<file path="src/rtl/lw_ou.sv">
// rtl/lw_ou.sv - word-load operation unit: adds two operands into an address and loads through the LSQ
// One load in flight; the valid/ack handshakes on both sides let it chain ahead of other OUs.
module lw_ou #(
  parameter int         XLEN     = 32,
  parameter logic [2:0] LOAD_FN3 = 3'b010
) (
  input  logic            clk,
  input  logic            rst,
  input  logic [XLEN-1:0] data_in1,
  input  logic [XLEN-1:0] data_in2,
  input  logic            data_valid_in1,
  input  logic            data_valid_in2,
  output logic            data_in_ack1,
  output logic            data_in_ack2,
  output logic            uses_data_in1,
  output logic            uses_data_in2,
  output logic [XLEN-1:0] data_out,
  output logic            data_valid_out,
  input  logic            data_out_ack,
  output logic [XLEN-1:0] addr,
  output logic [XLEN-1:0] data,
  output logic [2:0]      fn3,
  output logic            load,
  output logic            store,
  output logic            new_request,
  input  logic            lsq_full,
  input  logic [XLEN-1:0] load_data,
  input  logic            load_complete
);

  typedef enum logic [1:0] {
    IDLE   = 2'd0,
    ISSUE  = 2'd1,
    WAIT   = 2'd2,
    RESULT = 2'd3
  } state_t;

  state_t          r_state;
  state_t          w_next;
  logic [XLEN-1:0] r_addr;
  logic [XLEN-1:0] r_data;
  logic [XLEN-1:0] w_sum;
  logic            w_take;

  assign w_sum = data_in1 + data_in2;

  assign uses_data_in1 = 1'b1;
  assign uses_data_in2 = 1'b1;
  assign data          = '0;
  assign store         = 1'b0;
  assign fn3           = LOAD_FN3;
  assign addr          = r_addr;
  assign data_out      = r_data;

  // Outputs are masked during reset so nothing is consumed or requested in that cycle.
  always_comb begin
    w_next         = r_state;
    w_take         = 1'b0;
    new_request    = 1'b0;
    load           = 1'b0;
    data_valid_out = 1'b0;
    case (r_state)
      IDLE: begin
        if (data_valid_in1 && data_valid_in2 && !rst) begin
          w_take = 1'b1;
          w_next = ISSUE;
        end
      end
      ISSUE: begin
        new_request = !rst;
        load        = !rst;
        if (!lsq_full) w_next = WAIT;
      end
      WAIT: begin
        if (load_complete) w_next = RESULT;
      end
      RESULT: begin
        data_valid_out = !rst;
        if (data_out_ack) w_next = IDLE;
      end
      default: w_next = IDLE;
    endcase
  end

  assign data_in_ack1 = w_take;
  assign data_in_ack2 = w_take;

  always_ff @(posedge clk) begin
    if (rst) begin
      r_state <= IDLE;
      r_addr  <= '0;
      r_data  <= '0;
    end else begin
      r_state <= w_next;
      if (w_take) r_addr <= w_sum;
      if (r_state == WAIT && load_complete) r_data <= load_data;
    end
  end

endmodule
</file>
<file path="config.mk">
export PLATFORM = sky130hd
export DESIGN_NAME = lw_ou
export DESIGN_NICKNAME = d
export VERILOG_FILES = /design/src/rtl/lw_ou.sv
export SDC_FILE = /design/constraint.sdc
export NUM_CORES = 1
export LEC_CHECK = 0
export CAP_MARGIN = 20
export CORE_MARGIN = 2
export CORE_UTILIZATION = 30
export DETAILED_ROUTE_END_ITERATION = 6
export MAX_ROUTING_LAYER = met4
export PLACE_DENSITY = 0.67
export SLEW_MARGIN = 20
export SYNTH_ARGS = -nofsm -noshare
export SYNTH_HDL_FRONTEND = slang
export SYNTH_SLANG_ARGS = --single-unit
</file>
<file path="constraint.sdc">
create_clock -name clk -period 3.7 [get_ports clk]
set_clock_uncertainty 0.2 [all_clocks]
set_input_delay 0.37 -clock clk [delete_from_list [all_inputs] [get_ports clk]]
set_output_delay 0.37 -clock clk [all_outputs]
set_load 0.05 [all_outputs]
</file>
==> metrics <==
clock root cell=sky130_fd_sc_hd__clkbuf_16; total number of clock tree sinks=66; CTS tree=built; number of gates resized after CTS=0; Hold-fix buffers, CTS=0; TritonCTS Buffers=9; pin count of the biggest net entering global routing=49; run status=completed; Commonest cells post-synth=sky130_fd_sc_hd__nand2_1 (108), sky130_fd_sc_hd__a21oi_1 (70), sky130_fd_sc_hd__dfxtp_1 (66); vias per cell=about 4.7; total negative setup slack=0 ns; standard cell core area=14370 sq um; count of pins on the block boundary=210; Die Span X=124.7 um; sequential cell area fraction in the yosys report=0.3022; buffers from clock root to sink, at most=2; top post-synthesis cells by area=sky130_fd_sc_hd__dfxtp_1 (30%), sky130_fd_sc_hd__ha_1 (10%), sky130_fd_sc_hd__nand2_1 (9.3%); EDFF count, synth=0; cell area after synthesis=4372 sq um; total gr overflow=0; RSZ-0062 raised after global routing=no; switching part of the total=0.3952; H-tree lvl count=3; Total GRT Usage=0.1626; internal reg-to-reg setup slack=1.64 ns; global placement routability congestion=0.8873; clock network power share=0.293; cell-by-cell listing of the critical path=clkdlybuf4s50_1 -> ha_1 -> fa_1 -> a21o_1 -> a31o_2 -> a21oi_2 -> o21bai_1 -> a21boi_1 -> xor2_1 -> o21ai_1; cell count of the worst reg-to-reg path=7; count of buffers from port buffering=approximately 170; transition time at the pin with the least slew margin=0.6846 ns; shortest period the worst path allows=2.771 ns; type of origin of the critical path=input pin; termination of the worst setup path=addr[18]; combinational power share=0.416; category of the critical setup timing path=input pin to flip-flop; Critical Path End Type=flip-flop; average cell area after synthesis=around 7.8 sq um; sequential share of power=0.291; DR iter-0 viols=219; Reg2Reg Launch Point=r_state[0]; worst hold slack across all endpoints=0.2447 ns; first element of the critical path=data_in2[0]; most common cell in the synthesized netlist=sky130_fd_sc_hd__nand2_1; chip height=124.7 um; Peak supply drop=200.7 uV; initial core utilization=0.3042; Max stage delay on crit path=0.42 ns; fraction of layout cells with a size suffix above 1=0.05687; largest area contributor in the netlist=sky130_fd_sc_hd__dfxtp_1; total of endpoints with negative setup slack in the final report=0; hold crit path type=flip-flop to flip-flop; number of vias in the routed layout=4289; count of distinct cell types in the synthesized netlist=59; filler cell count in the final layout=1470; power per standard cell area=455.8 nW/um^2; P&R area growth vs syn=45.59%; Sequential cell area=1321 sq um; final wirelength=12520 um; tightest slew margin relative to the limit=0.5431; data required time of the worst path=approximately 3.7 ns; post-CTS setup-driven buffer insertion count=0; post-route clock period utilization=0.7490; dominant register cell in the synthesized netlist=sky130_fd_sc_hd__dfxtp_1; routed wirelength normalized by instance count=about 14 um; router iterations before antenna repair=6; Slew Viols, Final=0; Multi-input gate area=around 2700 sq um; Arrival @ worst endpoint=2.77 ns; Crit-path slowest cell=sky130_fd_sc_hd__clkdlybuf4s50_1; yosys synthesis warning count=0; number of maximum-capacitance constraint violations=0; area share of the largest cell type after synthesis=0.3022; CTS clk-pin slew, worst paths=around 0.05 ns; final HPWL from detailed placement=9840 um; number of nets still failing antenna checks after routing=0; fin nets=856; timing-limited maximum frequency=0.3609 GHz; Gate Count Post-Synth=561; std cell rows=44; final routed DRC violation total=0; switching power total=0.001146 W; cell-internal power=0.001755 W; initial antenna violation count=0; overall die area=15550 sq um; Post-synth ARST share=0; end of the worst register-to-register path=addr[31]; Static Leakage=2.478 nW; insertion delay of the later-clocked pin in the worst-skew pair=0.33 ns; number of diodes=0; number of storage elements in the synthesis netlist=between 60 and 70; via count of the first global-routing pass=3970; critical path fanouts, max=4; number of endpoints with negative hold slack in the final report=0; global-route wire length before repair=approximately 20000 um
-- per-stage QoR --
stage          worst slack [ns]  instance area [sq um]  total power, W  instances  utilization
2_1_floorplan             1.223                   4507        0.001708        597            -
3_3_place_gp             0.6370                   6065        0.002065        889       0.4221
4_1_cts                  0.9388                   6360        0.002930        905       0.4426
6_report                 0.9288                   6365        0.002901        905       0.4430
3_5_place_dp             0.5872                   6065        0.002070        889       0.4221
5_1_grt                  0.7578                   6365        0.003062        905       0.4430
-- cells in the final DEF, fill, tap and decap left out, types with 5 or more instances in the layout --
cell,count
sky130_fd_sc_hd__a21o_1,8
sky130_fd_sc_hd__a21oi_1,70
sky130_fd_sc_hd__buf_4,7
sky130_fd_sc_hd__clkbuf_16,9
sky130_fd_sc_hd__clkdlybuf4s50_1,169
sky130_fd_sc_hd__conb_1,38
sky130_fd_sc_hd__dfxtp_1,66
sky130_fd_sc_hd__ha_1,36
sky130_fd_sc_hd__inv_1,5
sky130_fd_sc_hd__nand2_1,107
sky130_fd_sc_hd__nand3_1,23
sky130_fd_sc_hd__nand4_1,8
sky130_fd_sc_hd__nor2_1,20
sky130_fd_sc_hd__nor2b_1,6
sky130_fd_sc_hd__o21ai_0,30
sky130_fd_sc_hd__o21ai_1,16
sky130_fd_sc_hd__xnor2_1,12
sky130_fd_sc_hd__xor2_1,16
-- cell families (layout without fill, tap and decap cells) --
| logic type | after synthesis | count (layout) | synth area share |
|---|---|---|---|
| xor+xnor | 28 | 28 | 0.05609 |
| fa+ha+maj | 37 | 37 | 0.1076 |
| mux | 4 | 4 | 0.009159 |
| compound gates | 165 | 165 | 0.2373 |
| buf+inv | 75 | 199 | 0.1013 |
| other cells | 2 | 38 | 0.001718 |
| flops | 66 | 66 | 0.3022 |
| simple gates | 184 | 184 | 0.1846 |
-- power groups by stage --
stage | logic (W) | registers, W | clock network [W]
final | 0.00121 | 0.000844 | 0.000849
after global routing | 0.00130 | 0.000857 | 0.000908
after global placement | 0.00121 | 0.000858 | 0
after floorplan | 0.000589 | 0.00112 | 0
after detailed placement | 0.00121 | 0.000860 | 0
after CTS | 0.00121 | 0.000845 | 0.000871
-- state kept, by name, summed over array words and instances (netlist names) --
name      cells
addr         32
r_state       2
data_out     32
-- worst min path at each step --
stage	endpoint	slack (ns)	start	cells after the start
finish	addr[17]	0.24	addr[17]	2
global route	addr[7]	0.26	addr[7]	2
CTS	addr[17]	0.25	addr[17]	2
detailed placement	addr[26]	0.24	addr[26]	2
global placement	addr[17]	0.24	addr[17]	2
floorplan	data_out[0]	0.31	load_data[0]	2
-- worst max-delay path, delay by kind of cell --
family / cells / cell delay [ns]
fa+ha+maj: 2 / 0.65
buf+inv: 1 / 0.42
compound gates: 6 / 1.15
xor+xnor: 1 / 0.18
-- metal layers --
layer  share of wire  track usage  wire [um]
met5               0            -          0
met1            0.46       0.2026       5709
met2            0.47       0.2674       5862
met4           0.012      0.04230        153
met3           0.063      0.03565        793
-- layout make-up --
| class | instances | area share |
|---|---|---|
| clock buffer | 9 | 0.03538 |
| clock inverter | 7 | 0.01101 |
| inverter | 7 | 0.004128 |
| multi-input combinational | 456 | 0.4317 |
| sequential | 66 | 0.2076 |
| tap | 184 | 0.03617 |
| timing repair buffer | 176 | 0.2740 |
(Power assumes the default switching activity.)
